$ cat src/rtl/pwm_multi_channel_if.sv
// pwm_multi_channel_if: control/status bundle between a PWM host and pwm_multi_channel
interface pwm_multi_channel_if #(
  parameter int CHANNELS = 4,
  parameter int WIDTH    = 8,
  parameter int CH_W     = 2
);
  logic                enable;
  logic [2:0]          presc_sel;
  logic                center_mode;
  logic                wr_en;
  logic [CH_W-1:0]     wr_ch;
  logic [WIDTH-1:0]    wr_duty;
  logic [CHANNELS-1:0] invert;
  logic [CHANNELS-1:0] pwm_out;
  logic                period_start;
  logic [CHANNELS-1:0] update_pending;
  modport master (
    output enable, presc_sel, center_mode, wr_en, wr_ch, wr_duty, invert,
    input  pwm_out, period_start, update_pending
  );
  modport slave (
    input  enable, presc_sel, center_mode, wr_en, wr_ch, wr_duty, invert,
    output pwm_out, period_start, update_pending
  );
endinterface

$ cat src/rtl/pwm_multi_channel.sv
// pwm_multi_channel: shared-counter multi-channel PWM with prescaler, edge/center modes and double-buffered duty
module pwm_multi_channel #(
  parameter int CHANNELS = 4,
  parameter int WIDTH    = 8,
  parameter int CH_W     = 2
) (
  input  logic clk,
  input  logic rst,
  pwm_multi_channel_if.slave bus
);
  localparam logic [WIDTH-1:0] CNT_MAX = '1;
  localparam logic [WIDTH-1:0] ONE     = WIDTH'(1);
  logic [6:0]          presc_q, presc_d, lim;
  logic [WIDTH-1:0]    cnt_q, cnt_d;
  logic                dir_q, dir_d;
  logic                mode_q, mode_d;
  logic [WIDTH-1:0]    shadow_q [CHANNELS];
  logic [WIDTH-1:0]    shadow_d [CHANNELS];
  logic [WIDTH-1:0]    active_q [CHANNELS];
  logic [WIDTH-1:0]    active_d [CHANNELS];
  logic [CHANNELS-1:0] pending_q, pending_d, pwm_q, pwm_d, wr_hit, raw;
  logic                ps_q, ps_d, tick, boundary;
  // prescaler: a >= compare lets a shrinking presc_sel tick and wrap on the very next clock
  always_comb begin
    lim     = 7'((8'd1 << bus.presc_sel) - 8'd1);
    tick    = bus.enable && (presc_q >= lim);
    presc_d = (!bus.enable || tick) ? '0 : presc_q + 7'd1;
  end
  // shared counter: edge mode wraps at max, center mode bounces; the mode only changes at a boundary
  always_comb begin
    cnt_d    = cnt_q;
    dir_d    = dir_q;
    mode_d   = mode_q;
    boundary = 1'b0;
    if (!bus.enable) begin
      cnt_d  = '0;
      dir_d  = 1'b0;
      mode_d = bus.center_mode;
    end else if (tick) begin
      if (!mode_q) begin
        cnt_d    = cnt_q + ONE;
        boundary = (cnt_q == CNT_MAX);
      end else if (!dir_q) begin
        cnt_d = (cnt_q == CNT_MAX) ? cnt_q - ONE : cnt_q + ONE;
        dir_d = (cnt_q == CNT_MAX);
      end else begin
        cnt_d    = cnt_q - ONE;
        boundary = (cnt_q == ONE);
      end
      if (boundary) begin
        mode_d = bus.center_mode;
        dir_d  = 1'b0;
      end
    end
  end
  // per-channel duty buffering and compare; active loads the pre-write shadow at a boundary
  always_comb begin
    wr_hit    = '0;
    pending_d = '0;
    raw       = '0;
    pwm_d     = '0;
    shadow_d  = shadow_q;
    active_d  = active_q;
    ps_d      = boundary;
    for (int i = 0; i < CHANNELS; i++) begin
      wr_hit[i]    = bus.wr_en && (bus.wr_ch == CH_W'(i));
      shadow_d[i]  = wr_hit[i] ? bus.wr_duty : shadow_q[i];
      active_d[i]  = (!bus.enable || boundary) ? shadow_q[i] : active_q[i];
      pending_d[i] = bus.enable && ((pending_q[i] && !boundary) || wr_hit[i]);
      raw[i]       = bus.enable && (cnt_q < active_q[i]);
      pwm_d[i]     = raw[i] ^ bus.invert[i];
    end
  end
  // state registers
  always_ff @(posedge clk) begin
    if (rst) begin
      presc_q   <= '0;
      cnt_q     <= '0;
      dir_q     <= 1'b0;
      mode_q    <= 1'b0;
      shadow_q  <= '{default: '0};
      active_q  <= '{default: '0};
      pending_q <= '0;
      pwm_q     <= '0;
      ps_q      <= 1'b0;
    end else begin
      presc_q   <= presc_d;
      cnt_q     <= cnt_d;
      dir_q     <= dir_d;
      mode_q    <= mode_d;
      shadow_q  <= shadow_d;
      active_q  <= active_d;
      pending_q <= pending_d;
      pwm_q     <= pwm_d;
      ps_q      <= ps_d;
    end
  end
  assign bus.pwm_out        = pwm_q;
  assign bus.period_start   = ps_q;
  assign bus.update_pending = pending_q;
endmodule

$ cat src/flat_wrapper.sv
// flat-port wrapper written by rule: the top's interface ports become plain ports
module pwm_multi_channel_flat 
#(
  parameter int CHANNELS = 4,
  parameter int WIDTH    = 8,
  parameter int CH_W     = 2
)
  (clk, rst, bus_enable, bus_presc_sel, bus_center_mode, bus_wr_en, bus_wr_ch, bus_wr_duty, bus_invert, bus_pwm_out, bus_period_start, bus_update_pending);
  pwm_multi_channel_if #(.CHANNELS(CHANNELS), .WIDTH(WIDTH), .CH_W(CH_W)) bus_i ();
  input  logic clk;
  input  logic rst;
  input wire logic [$bits(bus_i.enable)-1:0] bus_enable;
  input wire logic [$bits(bus_i.presc_sel)-1:0] bus_presc_sel;
  input wire logic [$bits(bus_i.center_mode)-1:0] bus_center_mode;
  input wire logic [$bits(bus_i.wr_en)-1:0] bus_wr_en;
  input wire logic [$bits(bus_i.wr_ch)-1:0] bus_wr_ch;
  input wire logic [$bits(bus_i.wr_duty)-1:0] bus_wr_duty;
  input wire logic [$bits(bus_i.invert)-1:0] bus_invert;
  output wire logic [$bits(bus_i.pwm_out)-1:0] bus_pwm_out;
  output wire logic [$bits(bus_i.period_start)-1:0] bus_period_start;
  output wire logic [$bits(bus_i.update_pending)-1:0] bus_update_pending;
  assign bus_i.enable = bus_enable;
  assign bus_i.presc_sel = bus_presc_sel;
  assign bus_i.center_mode = bus_center_mode;
  assign bus_i.wr_en = bus_wr_en;
  assign bus_i.wr_ch = bus_wr_ch;
  assign bus_i.wr_duty = bus_wr_duty;
  assign bus_i.invert = bus_invert;
  assign bus_pwm_out = bus_i.pwm_out;
  assign bus_period_start = bus_i.period_start;
  assign bus_update_pending = bus_i.update_pending;
  pwm_multi_channel #(.CHANNELS(CHANNELS), .WIDTH(WIDTH), .CH_W(CH_W)) u_core (.clk(clk), .rst(rst), .bus(bus_i));
endmodule
$ cat config.mk
export PLATFORM = sky130hd
export DESIGN_NAME = pwm_multi_channel_flat
export DESIGN_NICKNAME = d
export VERILOG_FILES = /design/src/rtl/pwm_multi_channel_if.sv /design/src/rtl/pwm_multi_channel.sv /design/src/flat_wrapper.sv
export SDC_FILE = /design/constraint.sdc
export NUM_CORES = 1
export LEC_CHECK = 0
export ABC_AREA = 1
export CORE_ASPECT_RATIO = 0.6
export CORE_UTILIZATION = 32
export CTS_CLUSTER_DIAMETER = 150
export DETAILED_ROUTE_END_ITERATION = 8
export GPL_TIMING_DRIVEN = 1
export SLEW_MARGIN = 30
export SYNTH_ARGS = -nofsm -noshare
export SYNTH_HDL_FRONTEND = slang
export SYNTH_SLANG_ARGS = --single-unit
$ cat constraint.sdc
create_clock -name clk -period 3.6 [get_ports clk]
set_input_delay 0.9 -clock clk [delete_from_list [all_inputs] [get_ports clk]]
set_output_delay 0.9 -clock clk [all_outputs]
set_load 0.01 [all_outputs]
Word level (Yosys, flattened, before mapping) --
Cells that the tools add are included.
Word-level totals: register bits 90, input bits 22, output and inout bits 9, logic and storage cells 83
Cells by class: add/subtract/negate cells 4, magnitude comparators 5, equal/unequal tests 7, shift operators 1, multiplexer cells 15, bitwise logic cells 5, reductions and logical operators 31
Operator list (number):
- less-than comparator 8 bit | 4
- two-way mux 8 bit | 3
- logical AND 1 bit | 17
- two-way mux 1 bit | 12
- adder 8 x 1 -> 8 bit, second input constant | 1
- equality test 8 x 1 -> 1 bit, second input constant | 1
- equality test 8 bit, second input constant | 1
- subtractor 8 x 1 -> 8 bit, second input constant | 1
- adder 7 x 1 -> 7 bit, second input constant | 1
- >= comparator 7 bit | 1
- left shift 1 x 3 -> 7 bit, first input constant | 1
- subtractor 7 x 1 -> 7 bit, second input constant | 1
- logical OR 1 bit | 6
- equality test 2 bit, second input constant | 2
- inequality test 2 x 1 -> 1 bit, second input constant | 2
- AND reduction 2 bit | 2
- OR reduction 2 bit | 2
- XOR 1 bit | 4
- equality test 2 x 1 -> 1 bit, second input constant | 1
- logical NOT 1 bit | 2
- logical NOT 2 bit | 1
- nonzero test 2 bit | 1
- NOT 1 bit | 1

Logic depth before layout (Yosys ltp) --
depth after elaboration 12, depth in mapped cells 16, mapped depth without buffers 16

Worst setup path before layout --
OpenSTA, ideal clock, no wires.
path kind input to register, from in bus_presc_sel[2], to reg u_core.active_q[10] (netlist bit), library setup time 0.071 ns, data arrival time 2.889 ns, required time 3.529 ns, slack 0.640 ns, stages on the path 15, buffers on the path 1, cells stage by stage inv_1 nand3_1 ha_1 o21ai_0 o21ai_0 o211ai_1 ha_1 nand2_1 inv_1 a21oi_1 nand3_2 nand2_4 buf_2 nand3_1 a21oi_2
Between the ends: word-level cells in the longest chain between the ends 7
Ends and longest elaborated chain:
- start, declared | line flat_wrapper.sv:13 | input wire logic [$bits(bus_i.presc_sel)-1:0] bus_presc_sel;
- left shift 1 x 3 -> 7 bit | line pwm_multi_channel.sv:25 | lim = 7'((8'd1 << bus.presc_sel) - 8'd1);
- subtractor 7 x 1 -> 7 bit | line pwm_multi_channel.sv:25
- >= comparator 7 bit | line pwm_multi_channel.sv:26 | tick = bus.enable && (presc_q >= lim);
- logical AND 1 bit | line pwm_multi_channel.sv:26
- two-way mux 1 bit | line pwm_multi_channel.sv:39 | end else if (tick) begin
- two-way mux 1 bit | line pwm_multi_channel.sv:35 | if (!bus.enable) begin
- logical OR 1 bit | line pwm_multi_channel.sv:68 | active_d[i] = (!bus.enable || boundary) ? shadow_q[i] : active_q[i];
- end signal, assigned | line pwm_multi_channel.sv:92 | active_q <= active_d;
- end, declared | line pwm_multi_channel.sv:19 | logic [WIDTH-1:0] active_q [CHANNELS];
No other way between the ends. A chain may end at the register's enable or synchronous reset.

Worst setup path in the final report --
from in bus_presc_sel[0], to reg u_core.active_q[6] (netlist bit)
Same word-level chain as after synthesis.

==> impl_metrics.prom <==
# TYPE chip_impl_metric gauge
chip_impl_metric{name="worst-endpoint-arrival",unit="ns"} 3.56
chip_impl_metric{name="max_slew_margin",unit="%"} 64.9
chip_impl_info{name="rr_startpoint",value="u_core.cnt_q[1]$_SDFFE_PP0P_"} 1
chip_impl_metric{name="cts-htree-levels",unit=""} 3
chip_impl_info{name="clk_root_buffer_cell",value="sky130_fd_sc_hd__clkbuf_16"} 1
chip_impl_metric{name="power_per_cell_area",unit="nW/um2"} 381
chip_impl_info{name="rsz_0062_raised_after_global_routing",value="false"} 1
chip_impl_metric{name="finalHoldViolations",unit=""} 0
chip_impl_info{name="timing.hold.worst.class",value="reg2reg"} 1
chip_impl_metric{name="yosys.cell_types.count",unit=""} 29
chip_impl_metric{name="worstPathBufferInverterCount",unit=""} 2
chip_impl_metric{name="hold_path_depth",unit=""} 2
chip_impl_metric{name="ant_nets",unit=""} 0
chip_impl_metric{name="min_period",unit="ns"} 3.34
chip_impl_metric{name="clkLatencyLatePin",unit="ns"} 0.35
chip_impl_metric{name="flop_and_latch_count_out_of_synthesis",unit=""} 90
chip_impl_info{name="crit_path_top_delay_cell",value="sky130_fd_sc_hd__clkdlybuf4s50_1"} 1
chip_impl_info{name="setup.worst_path.start_class",value="input pin"} 1
chip_impl_metric{name="first_iteration_detailed_routing_drc_count",unit=""} 237
chip_impl_metric{name="drv_cap",unit=""} 0
chip_impl_metric{name="synth-async-reset-ratio",unit="%"} 0
chip_impl_metric{name="antenna-diode-count",unit=""} 0
chip_impl_info{name="synth.top_cells.by_count",value="sky130_fd_sc_hd__nor2_1, sky130_fd_sc_hd__dfxtp_1, sky130_fd_sc_hd__nand2_1"} 1
chip_impl_metric{name="port_buffers",unit=""} 30
chip_impl_metric{name="cts_inserted_buffers",unit=""} 9
chip_impl_metric{name="slew_viol_final",unit=""} 0
chip_impl_metric{name="worst_ir_drop_on_vdd",unit="mV"} 0.197
chip_impl_metric{name="regToRegSetupSlack",unit="ns"} 1.63
chip_impl_info{name="hold-path-endpoint",value="u_core.bus.update_pending[3]$_SDFF_PP0_"} 1
chip_impl_metric{name="ys.warnings.count",unit=""} 0
chip_impl_metric{name="max_freq",unit="MHz"} 299
chip_impl_metric{name="cts.repair_timing.setup_buffer_count",unit=""} 0
chip_impl_metric{name="vias",unit=""} 3944
chip_impl_info{name="worstHoldStart",value="u_core.bus.update_pending[3]$_SDFF_PP0_"} 1
chip_impl_metric{name="die_area",unit="um2"} 15400
chip_impl_metric{name="synth.net_count",unit=""} 692
chip_impl_metric{name="cp_data_required_time",unit="ns"} 3.82
chip_impl_metric{name="maximum_number_of_pins_on_one_net_before_global_route_repair",unit=""} 37
chip_impl_metric{name="drive_gt1_share",unit="%"} 15.1
chip_impl_metric{name="power.total",unit="mW"} 2.12
chip_impl_metric{name="cts_hold_repair.buffers",unit=""} 0
chip_impl_metric{name="tightest_slew",unit="ns"} 0.527
chip_impl_info{name="critical_path.endpoint_type",value="flip-flop"} 1
chip_impl_info{name="cp_top_family",value="simple AND/OR/NAND/NOR gates"} 1
chip_impl_metric{name="chipWidth",unit="um"} 160
chip_impl_metric{name="number_of_enable_flip_flop_cells_after_synthesis",unit=""} 0
chip_impl_info{name="synth_area_leader_cell",value="sky130_fd_sc_hd__dfxtp_1"} 1
chip_impl_metric{name="finalClockSkew",unit="ns"} 0.00793
chip_impl_info{name="clock_tree_from_tritoncts",value="done"} 1
chip_impl_metric{name="num_rows",unit=""} 34
chip_impl_metric{name="layout_worst_path_cycle_share",unit="%"} 92.8
chip_impl_metric{name="r2r_cells",unit=""} 9
chip_impl_metric{name="post-dp-hpwl",unit="um"} 8410
chip_impl_info{name="outcome",value="completed"} 1
chip_impl_info{name="crit_path_cell_trace",value="clkdlybuf4s50_1 > nor2_1 > nand2_1 > ha_1 > o21ai_0 > o21ai_1 > o211ai_1 > ha_1 > nand2_1 > inv_1 > a21oi_1 > nand3_2 > nand2_4 > nand2_4 > nand2_2 > a21oi_2"} 1
chip_impl_metric{name="finalWeightedCongestion",unit=""} 0.830
chip_impl_metric{name="detail_route.wl_per_cell",unit="um"} 13.5
chip_impl_metric{name="grt_residual_overflow",unit=""} 0
chip_impl_metric{name="netlist.area_leader.share",unit="%"} 37.8
chip_impl_metric{name="max-clock-path-buffers",unit=""} 2
chip_impl_metric{name="layout.core_utilization",unit="%"} 38.5
chip_impl_metric{name="detail_route.first_pass.iterations",unit=""} 4
chip_impl_metric{name="seq_total_area_yosys",unit="%"} 37.8
chip_impl_metric{name="die_h",unit="um"} 96.6
chip_impl_info{name="synthMostInstantiatedCell",value="sky130_fd_sc_hd__nor2_1"} 1
chip_impl_metric{name="grt_pass1_vias",unit=""} 3569
chip_impl_metric{name="crit_fanout",unit=""} 16
chip_impl_metric{name="syn-cell-area",unit="um2"} 4770
chip_impl_metric{name="grt_pass1_wl",unit="um"} 19300
chip_impl_metric{name="detail_route.drc_violations",unit=""} 0
chip_impl_metric{name="leakage",unit="nW"} 2.28
chip_impl_info{name="terminus_of_the_critical_flop_to_flop_path",value="u_core.active_q[8]$_SDFFE_PP0P_"} 1
chip_impl_metric{name="routed_via_density",unit=""} 4.54
chip_impl_info{name="startpoint_to_endpoint_class_of_the_critical_path",value="in2reg"} 1
chip_impl_metric{name="clk_pin_slew",unit="ns"} 0.07
chip_impl_metric{name="syn-mean-instance-area",unit="um2"} 7.57
chip_impl_info{name="synth_top_flop_cell",value="sky130_fd_sc_hd__dfxtp_1"} 1
chip_impl_metric{name="initial_utilization",unit="%"} 32.9
chip_impl_metric{name="setup_viol",unit=""} 0
chip_impl_metric{name="synthToLayoutAreaGrowth",unit="%"} 17.1
chip_impl_metric{name="max_stage_delay",unit="ns"} 0.48
chip_impl_metric{name="grt_antenna_before_repair",unit=""} 0
chip_impl_metric{name="pin_count",unit=""} 31
chip_impl_metric{name="synthCells",unit=""} 630
chip_impl_metric{name="clock_sink_count",unit=""} 90
chip_impl_metric{name="design.core.area",unit="um2"} 14500
chip_impl_info{name="critical_path.startpoint",value="bus_presc_sel[0]"} 1
chip_impl_info{name="synth_area_leaders",value="sky130_fd_sc_hd__dfxtp_1, sky130_fd_sc_hd__ha_1, sky130_fd_sc_hd__nor2_1"} 1
chip_impl_metric{name="routed_wl",unit="um"} 11700
chip_impl_metric{name="grt.total_usage",unit="%"} 16.4
chip_impl_metric{name="final_net_count",unit=""} 729
## kinds of logic (layout without fill, tap and decap cells)
kind of cell	after synthesis	in the layout	synth area share, %
simple gates	295	296	27.9
compound gates	113	113	14.5
flops	90	90	37.8
buf+inv	85	125	8.00
fa+ha+maj	40	40	10.5
xor+xnor	7	7	1.29
## worst reg2reg max path: cells and delay by family, from the launching register on
family	cells	cell delay [ns]
compound gates	1	0.11
fa+ha+maj	1	0.27
flops	1	0.55
simple gates	7	0.96
## where the power goes
part / internal (mW) / switching [mW]
Sequential: 1.03 / 0.0278
Combinational: 0.0821 / 0.120
Clock: 0.469 / 0.397
Total: 1.58 / 0.544
## per-stage QoR
| step | TNS [ns] | instances | area, um2 | hold slack, ns | setup slack, ns |
|---|---|---|---|---|---|
| 2_1_floorplan | 0 | 630 | 4770 | 0.436 | 0.640 |
| 3_3_place_gp | -0.0137 | 853 | 5300 | 0.452 | -0.00495 |
| 3_5_place_dp | -2.94 | 853 | 5300 | 0.454 | -0.106 |
| 4_1_cts | 0 | 868 | 5570 | 0.469 | 0.244 |
| 5_1_grt | 0 | 869 | 5580 | 0.495 | 0.0162 |
| 6_report | 0 | 869 | 5580 | 0.464 | 0.259 |
## cells in the final DEF, fill, tap and decap left out, types with 4 or more instances in the layout
cell type	n
sky130_fd_sc_hd__a21oi_1	32
sky130_fd_sc_hd__a21oi_2	30
sky130_fd_sc_hd__buf_4	11
sky130_fd_sc_hd__clkbuf_16	9
sky130_fd_sc_hd__clkdlybuf4s50_1	29
sky130_fd_sc_hd__clkinv_1	6
sky130_fd_sc_hd__dfxtp_1	90
sky130_fd_sc_hd__ha_1	40
sky130_fd_sc_hd__inv_1	61
sky130_fd_sc_hd__nand2_1	88
sky130_fd_sc_hd__nand2_2	33
sky130_fd_sc_hd__nand3_1	55
sky130_fd_sc_hd__nor2_1	105
sky130_fd_sc_hd__o21a_1	4
sky130_fd_sc_hd__o21ai_0	43
sky130_fd_sc_hd__xor2_1	4
## layer usage
| layer | up-vias | wire (um) | global-route usage [%] |
|---|---|---|---|
| met2 | 104 | 4180 | 20.9 |
| met5 | - | 0 | 0 |
| li1 | 2126 | - | - |
| met3 | 5 | 876 | 3.46 |
| met1 | 1709 | 6630 | 26.3 |
| met4 | 0 | 57 | 4.81 |
## flip-flops by register name, summed over array words and instances (netlist names)
signal	flops
u_core.active_q	32
u_core.shadow_q	32
u_core.cnt_q	8
u_core.presc_q	7
u_core.bus.pwm_out	4
u_core.bus.update_pending	4
u_core.bus.period_start	1
u_core.dir_q	1
u_core.mode_q	1
## timing repair
| action | CTS | global route |
|---|---|---|
| gates resized for setup | 0 | 1 |
| setup endpoints to repair | 0 | 25 |
| endpoints found under the hold margin | 0 | 0 |
## worst max-delay path by stage
stage                                            end  cells past startpoint
global placement    u_core.active_q[24]$_SDFFE_PP0P_                     16
finish               u_core.active_q[6]$_SDFFE_PP0P_                     16
CTS                 u_core.active_q[25]$_SDFFE_PP0P_                     16
floorplan           u_core.active_q[10]$_SDFFE_PP0P_                     15
detailed placement  u_core.active_q[25]$_SDFFE_PP0P_                     16
global route         u_core.active_q[2]$_SDFFE_PP0P_                     16
## final cells by class
cell class,instances,area (um2)
timing repair buffer,43,418
inverter,67,251
fill,1526,8920
tap,198,248
clock buffer,10,229
multi-input combinational,456,2600
clock inverter,5,40.0
sequential,90,1800
No activity file was read; power rests on OpenSTA's default activity.
